### src/rtl/tlm_feeder_pkg.sv
// Shared types for the batch stream feeder: FSM state encoding and an
// operand extraction helper for packed NUM_CH x ITEM_WIDTH entries.
package tlm_feeder_pkg;

  typedef enum logic [1:0] {
    IDLE  = 2'd0,
    FILL  = 2'd1,
    READY = 2'd2,
    SEND  = 2'd3
  } state_t;

  localparam int MAX_DW   = 256;
  localparam int MAX_OP_W = 32;

  // Operand k of width w from a packed entry (operand k at bits [k*w +: w]).
  function automatic logic [MAX_OP_W-1:0] operand_slice(
    input logic [MAX_DW-1:0] word,
    input int unsigned       k,
    input int unsigned       w
  );
    logic [MAX_OP_W-1:0] r;
    r = '0;
    for (int i = 0; i < MAX_OP_W; i++) begin
      if ((i < w) && ((k * w + i) < MAX_DW)) r[i] = word[k * w + i];
    end
    return r;
  endfunction

endpackage

### src/rtl/tlm_stream_feeder_if.sv
// Valid/ready stream bundle. A beat transfers on a rising clock edge where
// valid && ready; the master holds valid and data stable until that edge.
interface tlm_stream_feeder_if #(
  parameter int DW = 16
) ();
  logic          valid;
  logic          ready;
  logic [DW-1:0] data;

  modport master (output valid, output data, input ready);
  modport slave  (input valid, input data, output ready);
endinterface

### src/rtl/tlm_feeder_buf.sv
// Batch storage: DEPTH x DW register array, synchronous write, combinational read.
module tlm_feeder_buf #(
  parameter int DEPTH = 100,
  parameter int AW    = 7,
  parameter int DW    = 16
) (
  input  logic          i_clk,
  input  logic          i_we,
  input  logic [AW-1:0] i_waddr,
  input  logic [DW-1:0] i_wdata,
  input  logic [AW-1:0] i_raddr,
  output logic [DW-1:0] o_rdata
);
  logic [DW-1:0] r_mem [DEPTH];

  always_ff @(posedge i_clk) begin
    if (i_we) r_mem[i_waddr] <= i_wdata;
  end

  assign o_rdata = r_mem[i_raddr];
endmodule

### src/rtl/tlm_stream_feeder.sv
// Fills a batch buffer through a valid/ready write port, then streams it to a
// downstream BFM with zero-bubble throughput, optionally looping the batch.
module tlm_stream_feeder
  import tlm_feeder_pkg::*;
#(
  parameter  int NUM_ITEMS  = 100,
  parameter  int NUM_CH     = 2,
  parameter  int ITEM_WIDTH = 8,
  localparam int CNT_W      = $clog2(NUM_ITEMS + 1)
) (
  input  logic               clk_i,
  input  logic               reset_i,
  tlm_stream_feeder_if.slave  wr,
  tlm_stream_feeder_if.master m,
  input  logic               flush_i,
  input  logic               start_i,
  input  logic               loop_i,
  output logic               batch_done_o,
  output logic               xmit_en_o,
  output logic [CNT_W-1:0]   fill_cnt_o,
  output logic [CNT_W-1:0]   sent_cnt_o,
  output logic               busy_o,
  output state_t             state_o
);
  localparam int                DW   = NUM_CH * ITEM_WIDTH;
  localparam int                AW   = $clog2(NUM_ITEMS);
  localparam logic [CNT_W-1:0] FULL = CNT_W'(NUM_ITEMS);
  localparam logic [CNT_W-1:0] LAST = CNT_W'(NUM_ITEMS - 1);

  state_t           r_state, w_state_nxt;
  logic             r_live;
  logic [CNT_W-1:0] r_fill_cnt, r_sent_cnt;
  logic [AW-1:0]    r_rd_ptr;
  logic             r_all_loaded;
  logic             r_m_valid;
  logic [DW-1:0]    r_m_data;
  logic             r_xmit_en;

  logic             w_wr_ready, w_wr_acc, w_busy, w_start, w_batch_end;
  logic             w_accept, w_load_first, w_load_next, w_load;
  logic [CNT_W-1:0] w_last_idx;
  logic [AW-1:0]    w_rd_idx;
  logic [DW-1:0]    w_rd_data;

  assign w_last_idx   = r_fill_cnt - CNT_W'(1);
  assign w_wr_acc     = wr.valid && w_wr_ready;
  assign w_accept     = r_m_valid && m.ready;
  // Entry 0 is loaded on start and, when looping, in the same edge as the
  // final acceptance so the next pass follows without a bubble.
  assign w_load_first = w_start || (w_batch_end && loop_i);
  assign w_load_next  = (r_state == SEND) && !w_batch_end && !r_all_loaded &&
                        (!r_m_valid || m.ready);
  assign w_load       = w_load_first || w_load_next;
  assign w_rd_idx     = w_load_first ? '0 : r_rd_ptr;

  tlm_feeder_buf #(.DEPTH(NUM_ITEMS), .AW(AW), .DW(DW)) u_buf (
    .i_clk   (clk_i),
    .i_we    (w_wr_acc),
    .i_waddr (r_fill_cnt[AW-1:0]),
    .i_wdata (wr.data),
    .i_raddr (w_rd_idx),
    .o_rdata (w_rd_data)
  );

  always_ff @(posedge clk_i or negedge reset_i) begin
    if (!reset_i) r_state <= IDLE;
    else          r_state <= w_state_nxt;
  end

  always_comb begin
    w_state_nxt = r_state;
    unique case (r_state)
      IDLE:  if (w_wr_acc) w_state_nxt = FILL;
      FILL:  if ((w_wr_acc && (r_fill_cnt == LAST)) || flush_i) w_state_nxt = READY;
      READY: if (start_i) w_state_nxt = SEND;
      SEND:  if (w_batch_end && !loop_i) w_state_nxt = READY;
      default: w_state_nxt = IDLE;
    endcase
  end

  always_comb begin
    w_wr_ready  = 1'b0;
    w_busy      = 1'b0;
    w_start     = 1'b0;
    w_batch_end = 1'b0;
    unique case (r_state)
      IDLE, FILL: w_wr_ready = r_live && (r_fill_cnt < FULL);
      READY:      w_start    = start_i;
      SEND: begin
        w_busy      = 1'b1;
        w_batch_end = w_accept && (r_sent_cnt == w_last_idx);
      end
      default: ;
    endcase
  end

  // r_live keeps wr_ready low while reset is held.
  always_ff @(posedge clk_i or negedge reset_i) begin
    if (!reset_i) begin
      r_live       <= 1'b0;
      r_fill_cnt   <= '0;
      r_sent_cnt   <= '0;
      r_rd_ptr     <= '0;
      r_all_loaded <= 1'b0;
      r_m_valid    <= 1'b0;
      r_m_data     <= '0;
      r_xmit_en    <= 1'b0;
    end else begin
      r_live <= 1'b1;
      if (w_wr_acc) r_fill_cnt <= r_fill_cnt + CNT_W'(1);

      if (w_load) begin
        r_m_data     <= w_rd_data;
        r_m_valid    <= 1'b1;
        r_all_loaded <= (CNT_W'(w_rd_idx) == w_last_idx);
        r_rd_ptr     <= (CNT_W'(w_rd_idx) == w_last_idx) ? '0 : w_rd_idx + AW'(1);
      end else if (w_batch_end) begin
        r_m_valid    <= 1'b0;
        r_all_loaded <= 1'b0;
      end

      if (w_batch_end)   r_sent_cnt <= '0;
      else if (w_accept) r_sent_cnt <= r_sent_cnt + CNT_W'(1);

      if (w_batch_end) r_xmit_en <= ~r_xmit_en;
    end
  end

  assign wr.ready     = w_wr_ready;
  assign m.valid      = r_m_valid;
  assign m.data       = r_m_data;
  assign batch_done_o = w_batch_end;
  assign xmit_en_o    = r_xmit_en;
  assign fill_cnt_o   = r_fill_cnt;
  assign sent_cnt_o   = r_sent_cnt;
  assign busy_o       = w_busy;
  assign state_o      = r_state;
endmodule

### src/flat_wrapper.sv
// flat-port wrapper written by rule: the top's interface ports become plain ports
module tlm_stream_feeder_flat import tlm_feeder_pkg::*;
#(
  parameter  int NUM_ITEMS  = 100,
  parameter  int NUM_CH     = 2,
  parameter  int ITEM_WIDTH = 8,
  localparam int CNT_W      = $clog2(NUM_ITEMS + 1)
)
  (clk_i, reset_i, flush_i, start_i, loop_i, batch_done_o, xmit_en_o, fill_cnt_o, sent_cnt_o, busy_o, state_o, wr_valid, wr_data, wr_ready, m_valid, m_data, m_ready);
  tlm_stream_feeder_if #(.DW(((2) * (8)))) wr_i ();
  tlm_stream_feeder_if #(.DW(((2) * (8)))) m_i ();
  input  logic clk_i;
  input  logic reset_i;
  input  logic flush_i;
  input  logic start_i;
  input  logic loop_i;
  output logic batch_done_o;
  output logic xmit_en_o;
  output logic [CNT_W-1:0] fill_cnt_o;
  output logic [CNT_W-1:0] sent_cnt_o;
  output logic busy_o;
  output state_t state_o;
  input wire logic [$bits(wr_i.valid)-1:0] wr_valid;
  input wire logic [$bits(wr_i.data)-1:0] wr_data;
  output wire logic [$bits(wr_i.ready)-1:0] wr_ready;
  output wire logic [$bits(m_i.valid)-1:0] m_valid;
  output wire logic [$bits(m_i.data)-1:0] m_data;
  input wire logic [$bits(m_i.ready)-1:0] m_ready;
  assign wr_i.valid = wr_valid;
  assign wr_i.data = wr_data;
  assign wr_ready = wr_i.ready;
  assign m_valid = m_i.valid;
  assign m_data = m_i.data;
  assign m_i.ready = m_ready;
  tlm_stream_feeder #(.NUM_ITEMS(NUM_ITEMS), .NUM_CH(NUM_CH), .ITEM_WIDTH(ITEM_WIDTH)) u_core (.clk_i(clk_i), .reset_i(reset_i), .wr(wr_i), .m(m_i), .flush_i(flush_i), .start_i(start_i), .loop_i(loop_i), .batch_done_o(batch_done_o), .xmit_en_o(xmit_en_o), .fill_cnt_o(fill_cnt_o), .sent_cnt_o(sent_cnt_o), .busy_o(busy_o), .state_o(state_o));
endmodule
### config.mk
export PLATFORM = sky130hd
export DESIGN_NAME = tlm_stream_feeder_flat
export DESIGN_NICKNAME = d
export VERILOG_FILES = /design/src/rtl/tlm_feeder_pkg.sv /design/src/rtl/tlm_stream_feeder_if.sv /design/src/rtl/tlm_feeder_buf.sv /design/src/rtl/tlm_stream_feeder.sv /design/src/flat_wrapper.sv
export SDC_FILE = /design/constraint.sdc
export NUM_CORES = 2
export LEC_CHECK = 0
export CAP_MARGIN = 30
export CORE_UTILIZATION = 50
export CTS_CLUSTER_SIZE = 28
export DETAILED_ROUTE_END_ITERATION = 8
export GPL_TIMING_DRIVEN = 0
export PLACE_DENSITY = 0.67
export SKIP_CTS_REPAIR_TIMING = 1
export SLEW_MARGIN = 20
export SYNTH_ARGS = -nofsm -noshare
export SYNTH_HDL_FRONTEND = slang
export SYNTH_HIERARCHICAL = 1
export SYNTH_SLANG_ARGS = --single-unit
### constraint.sdc
create_clock -name clk_i -period 6.04 [get_ports clk_i]
set_input_delay 1.208 -clock clk_i [delete_from_list [all_inputs] [get_ports clk_i]]
set_output_delay 1.208 -clock clk_i [all_outputs]
set_load 0.02 [all_outputs]
* After elaboration in Yosys (flattened, before gate mapping)
Memory sizes are Yosys's and may differ from the RTL's. A register that Yosys moved wholly into a read port is not among the register bits. Cells that the tools add are included.
Storage, ports and cells: register bits after elaboration 27, memory bits (writable) 1600, memories 1
Operators by class: add/sub/neg operators 4, magnitude comparators 1, eq/ne operators 10, muxes and demuxes 18, bitwise logic cells 1, reduce and logical (&&, ||, !) cells 24
Memory list:
- u_core.u_buf.r_mem | depth 100, bits a word 16, rd ports 1, clocked after memory_dff 1, wr ports 1, line tlm_feeder_buf.sv:14 | logic [DW-1:0] r_mem [DEPTH];
Operators with widths (number):
- 7-bit 2-to-1 mux | 4
- 7-bit by 1-bit adder with 7-bit output, second input constant | 3
- 7-bit equality test | 2
- 1-bit logical AND | 10
- 1-bit 2-to-1 mux | 9
- 2-bit 2-to-1 mux | 4
- 2-bit case mux with 4 select lines | 1
- 7-bit equality test, second input constant | 1
- 7-bit < comparator, second input constant | 1
- 7-bit by 1-bit subtractor with 7-bit output, second input constant | 1
- 1-bit logical NOT | 5
- 2-bit equality test, second input constant | 2
- 1-bit logical OR | 4
- 2-bit by 1-bit inequality test with 1-bit output, second input constant | 2
- 2-bit inequality test, second input constant | 2
- 4-bit AND reduction | 1
- 2-bit nonzero test | 2
- 2-bit by 1-bit equality test with 1-bit output, second input constant | 1
- 2-bit logical NOT | 1
- 2-bit OR reduction | 1
- 1-bit NOT | 1

* Depth between registers and ports, before layout
depth after elaboration 10, mapped depth 21, depth with buffers taken out 16

* Hierarchy
The synthesis kept the hierarchy.
By module, submodules not included:
- tlm_feeder_buf | times used 1, cells an instance 2653, area each 61512.7 um^2, sequential area each 48046.1 um^2
- tlm_stream_feeder | times used 1, cells an instance 261, area each 2662.6 um^2, sequential area each 1076.0 um^2

* Worst setup path after synthesis
OpenSTA, ideal clock, no wires.
path type register to register, start point register u_core.r_fill_cnt[0] (netlist: u_core/fill_cnt_o[0]), end point register u_core.r_m_data[2] (netlist: u_core/m.data[2]) (read register of u_core.u_buf.r_mem), library setup time 0.125 ns, arrival time 4.332 ns, slack 1.583 ns, stages on the path, launching flop included 20, buffers on the path 5, cell sequence dfrtp_1 -> buf_2 -> inv_1 -> ha_1 -> and3b_1 -> o21ai_0 -> a31oi_2 -> and4_1 -> buf_4 -> nor2_1 -> and2_1 -> buf_2 -> buf_2 -> clkbuf_1 -> mux4_2 -> mux4_2 -> o22ai_1 -> a31o_1 -> a31oi_1 -> mux2_2
Between the ends: elaborated cells between the ends (all ways) 12, those cells by class add/sub: 1; eq/ne: 1; mux: 2; reduce/logical: 8
RTL lines:
- from (decl) | line tlm_stream_feeder.sv:32 | logic [CNT_W-1:0] r_fill_cnt, r_sent_cnt;
- from (signal assigned) | line tlm_stream_feeder.sv:110 | if (w_wr_acc) r_fill_cnt <= r_fill_cnt + CNT_W'(1);
- 7-bit by 1-bit subtractor with 7-bit output | line tlm_stream_feeder.sv:45 | assign w_last_idx = r_fill_cnt - CNT_W'(1);
- net u_core.w_last_idx[0] | line tlm_stream_feeder.sv:41 | logic [CNT_W-1:0] w_last_idx;
- 7-bit equality test | line tlm_stream_feeder.sv:91 | w_batch_end = w_accept && (r_sent_cnt == w_last_idx);
- 1-bit logical AND | line tlm_stream_feeder.sv:91
- 1-bit 2-to-1 mux | line tlm_stream_feeder.sv:86 | unique case (r_state)
- 1-bit logical AND | line tlm_stream_feeder.sv:50 | assign w_load_first = w_start || (w_batch_end && loop_i);
- 1-bit logical OR | line tlm_stream_feeder.sv:50
- 7-bit 2-to-1 mux | line tlm_stream_feeder.sv:54 | assign w_rd_idx = w_load_first ? '0 : r_rd_ptr;
- net u_core.w_rd_idx[2] | line tlm_stream_feeder.sv:42 | logic [AW-1:0] w_rd_idx;
- to (decl) | line tlm_stream_feeder.sv:36 | logic [DW-1:0] r_m_data;
The timed path passes the listed nets, and every way through them passes these cells. A chain may end at the register's enable or synchronous reset.

* Worst setup path after layout
start point register u_core.r_fill_cnt[0] (netlist: u_core/fill_cnt_o[0]), end point register u_core.r_m_data[9] (netlist: u_core/m.data[9]) (read register of u_core.u_buf.r_mem)
Same word-level chain as after synthesis.

==> summary.txt <==
Status
  • Status: completed

STA
  • Hold Vio Cnt, Final: 0
  • Pins Over Slew Limit: 0
  • Setup TNS: 0 ns
  • Max transition margin: between 20% and 30%
  • Fmax: about 0.17 GHz
  • Final Setup Violations: 0
  • Final worst slack: roughly 0.072 ns
  • Final clock skew: around 0.021 ns
  • Fin crit period: slightly below 6 ns
  • RSZ-0062 raised after global routing: no
  • Fin crit share: between 90% and 100%
  • Worst Tran Pin Value: roughly 1.1 ns
  • Min Hold Slack: ~0.37 ns

Critical path
  • Worst EP arrival: roughly 6.6 ns
  • Worst Path Buf+Inv: 6
  • Slowest-stage cell, CP: clkbuf_1
  • Max Fanout on Critical Path: 10
  • CP endpoint kind: register
  • Worst endpoint required time: roughly 6.7 ns
  • R2r setup slk: 0.07 ns
  • Startpoint Class: register
  • Critical path depth in cells: 18
  • CP Class: register to register
  • CP top delay family: buffers and inverters
  • Largest stage delay on the critical path: approximately 0.59 ns
  • Crit-path cells: clkbuf_4 > inv_1 > ha_1 > and3b_1 > o21ai_0 > a31oi_2 > and4_1 > buf_4 > nor2_4 > and2_1 > clkbuf_1 > clkbuf_2 > buf_2 > mux4_2 > nand2_1 > a31o_1 > a21oi_1 > mux2_4
  • Cells on worst reg2reg path: 18

Detailed routing
  • Routed WL: about 170 mm
  • Final antenna-violating net count: 0
  • Drc violations: 0
  • Initial drt markers: about 4,600
  • Drt via density: ~6.6
  • Drt pass-1 iters: 5
  • Via count: roughly 33,000
  • Wirelength per Cell: around 34 µm

Power and ir drop
  • Worst vdd ir: 0.000318 V
  • Reg power frac: 38.6%
  • Clock power share: 29.7%
  • Pwr Density: about 440 nW/µm²
  • Internal: around 23 mW
  • Fraction of power spent switching nets: between 30% and 40%
  • Switch Pwr: a little over 10 mW
  • Power Total: ~33 mW
  • Leakage power: ~23 nW
  • Combinational power share: about a third

Placement
  • RePlAce Congestion: around 0.96
  • Post-Place Worst Slack: -0.890 ns
  • PortBufs: roughly 60
  • DP Cell Count: between 4,000 and 5,000
  • DP HPWL: 119 mm

Layout
  • Sequential cell area: 49,100 µm²
  • Fraction of layout cells with a size suffix above 1: 31.6%
  • Fin cells: 5,035
  • Fill cells: between 8,000 and 9,000
  • Nets: about 3,300
  • Multi-input gate area: ~15,000 µm²
  • Synth-to-Final Area Change: 15.3%

Global routing
  • GRT Util Overall: between 20% and 30%
  • Initial antenna violation count: 7
  • Global-route wire length before repair: around 240 mm
  • Largest net degree at the start of global routing: between 70 and 80
  • GRT overflow: 0
  • Vias in the first global route: about 33,000

Clock tree
  • Root Driver: clkbuf_16
  • Htree depth: 4
  • Clock latency on the worst-skew pair: 0.79 ns
  • Clk sink count: about 1,600
  • CTS Buffer Depth: 3
  • CTS tree: yes
  • Total CTS buffers: 160
  • Clock Pin Slew Worst Setup and Hold Paths: ~0.06 ns

Yosys
  • Cell Area, Synth: 64,200 µm²
  • Post-synth EDFFs: between 1,500 and 2,000
  • Post-Syn Nets: slightly below 3,000
  • Share of flip-flops with an asynchronous set or reset: 2.62%
  • Main area contributors after synthesis: edfxtp_1, mux4_2, dfrtp_1
  • Synth unique cells: 70
  • Cells after synthesis: between 2,000 and 3,000
  • Largest area contributor in the netlist: edfxtp_1
  • Ys flop type: edfxtp_1
  • Mean cell area of the mapped netlist: 22.0 µm²
  • Number of register bits inferred by synthesis: ~1,600
  • Post-synthesis sequential area ratio: about 77%
  • Yosys warning total: 6
  • Yosys top cell area share: 74.9%

Hold path
  • HP Class: input port to asynchronous set/reset pin

Floorplan
  • CORE AREA: approximately 130,000 µm²
  • Top-Level Pins: 60
  • Num rows: ~130
  • Starting Density: between 50% and 60%
  • Die Ht: ~360 µm
  • Die ar.: ~130,000 µm²
  • Die W: 360 µm

Job
  • Max cap viols: 0
==> worst register-to-register path: cells and delay by family, from the launching register on <==
| kind | cells | cell delay (ns) |
|---|---|---|
| flip-flops | 1 | 0.49 |
| adder cells (fa/ha/maj) | 1 | 0.30 |
| AO/OA/AOI/OAI | 4 | 1.02 |
| buffers and inverters | 6 | 2.25 |
| multiplexers | 2 | 0.79 |
| AND/OR/NAND/NOR | 5 | 1.02 |
==> synth_stat cells (all sizes together), types with 18 or more instances <==
master,number
nand3,23
clkbuf,52
mux4,440
mux2i,36
edfxtp,1600
o22ai,22
buf,102
nor2b,39
dfrtp,43
nand2,80
o21ai,30
a22oi,26
nor2,125
mux2,18
and2,18
a211oi,41
a21oi,29
==> worst paths after layout <==
path	from	to
setup / recovery	u_core/fill_cnt_o[0]$_DFFE_PN0P_	u_core/m.data[9]$_DFFE_PN0P_
min in group clk_i	u_core/xmit_en_o$_DFFE_PN0N_	u_core/xmit_en_o$_DFFE_PN0N_
setup reg to reg	u_core/fill_cnt_o[0]$_DFFE_PN0P_	u_core/m.data[9]$_DFFE_PN0P_
hold reg to reg	u_core/xmit_en_o$_DFFE_PN0N_	u_core/xmit_en_o$_DFFE_PN0N_
max in group asynchronous	reset_i	u_core/fill_cnt_o[0]$_DFFE_PN0P_
hold / removal	reset_i	u_core/m.data[9]$_DFFE_PN0P_
==> routing by layer <==
layer / share of wire (%) / up-vias / GRT usage, %
met5: 0.10 / - / 0
met4: 4.9 / 4 / 12.5
met3: 9.6 / 411 / 5.94
met2: 49 / 2078 / 43.1
met1: 37 / 17614 / 35.3
li1: - / 12941 / -
==> area by class of cell <==
class	instances	area share [%]
buffer	153	1.33
tap	1662	2.81
multi-input combinational	1099	19.7
clock buffer	203	5.83
sequential	1643	66.4
timing repair buffer	167	2.76
antenna	1	0.00338
inverter	18	0.0913
clock inverter	89	1.09
==> cells by family (layout without fill, tap and decap cells) <==
kind of cell,after synthesis,count (layout),synth area share (%)
buf+inv,172,630,1.52
other cells,1,2,0.00584
fa+ha+maj,4,4,0.0780
xor+xnor,28,28,0.425
compound gates,220,220,2.40
mux,494,494,16.4
flops,1643,1643,76.5
simple gates,352,352,2.66
==> placed cells by master, fill, tap and decap left out, types with 33 or more instances in the layout <==
cell,instances
nor2_2,74
dfrtp_1,43
buf_2,35
clkinv_1,33
a211oi_1,33
clkbuf_16,164
buf_4,49
buf_6,78
edfxtp_1,1600
clkbuf_1,65
clkdlybuf4s50_1,42
mux2i_1,35
mux4_2,440
nand2_1,79
nor2b_1,39
==> power by group through the flow <==
stage	registers, mW	clock network, mW	logic [mW]
2_1_floorplan	13.0	0	6.12
3_3_place_gp	13.0	0	9.94
3_5_place_dp	12.9	0	10.1
4_1_cts	12.7	9.90	10.2
5_1_grt	12.7	10.3	10.7
6_report	12.7	9.78	10.4
==> per-stage QoR <==
step           utilization, %  instance area (µm²)
6_report                 58.0                74000
4_1_cts                  57.9                73800
2_1_floorplan               -                64200
3_5_place_dp             53.9                68700
5_1_grt                  58.0                74000
3_3_place_gp             52.4                66800
==> registers in the layout, indices dropped and copies added, names as in the netlist, 2 cells and up <==
signal              cells
u_core/state_o          2
u_core/fill_cnt_o       7
u_core/u_buf/r_mem   1600
u_core/m.data          16
u_core/r_rd_ptr         7
u_core/sent_cnt_o       7
Note: power is estimated with default switching activity, not from simulation.
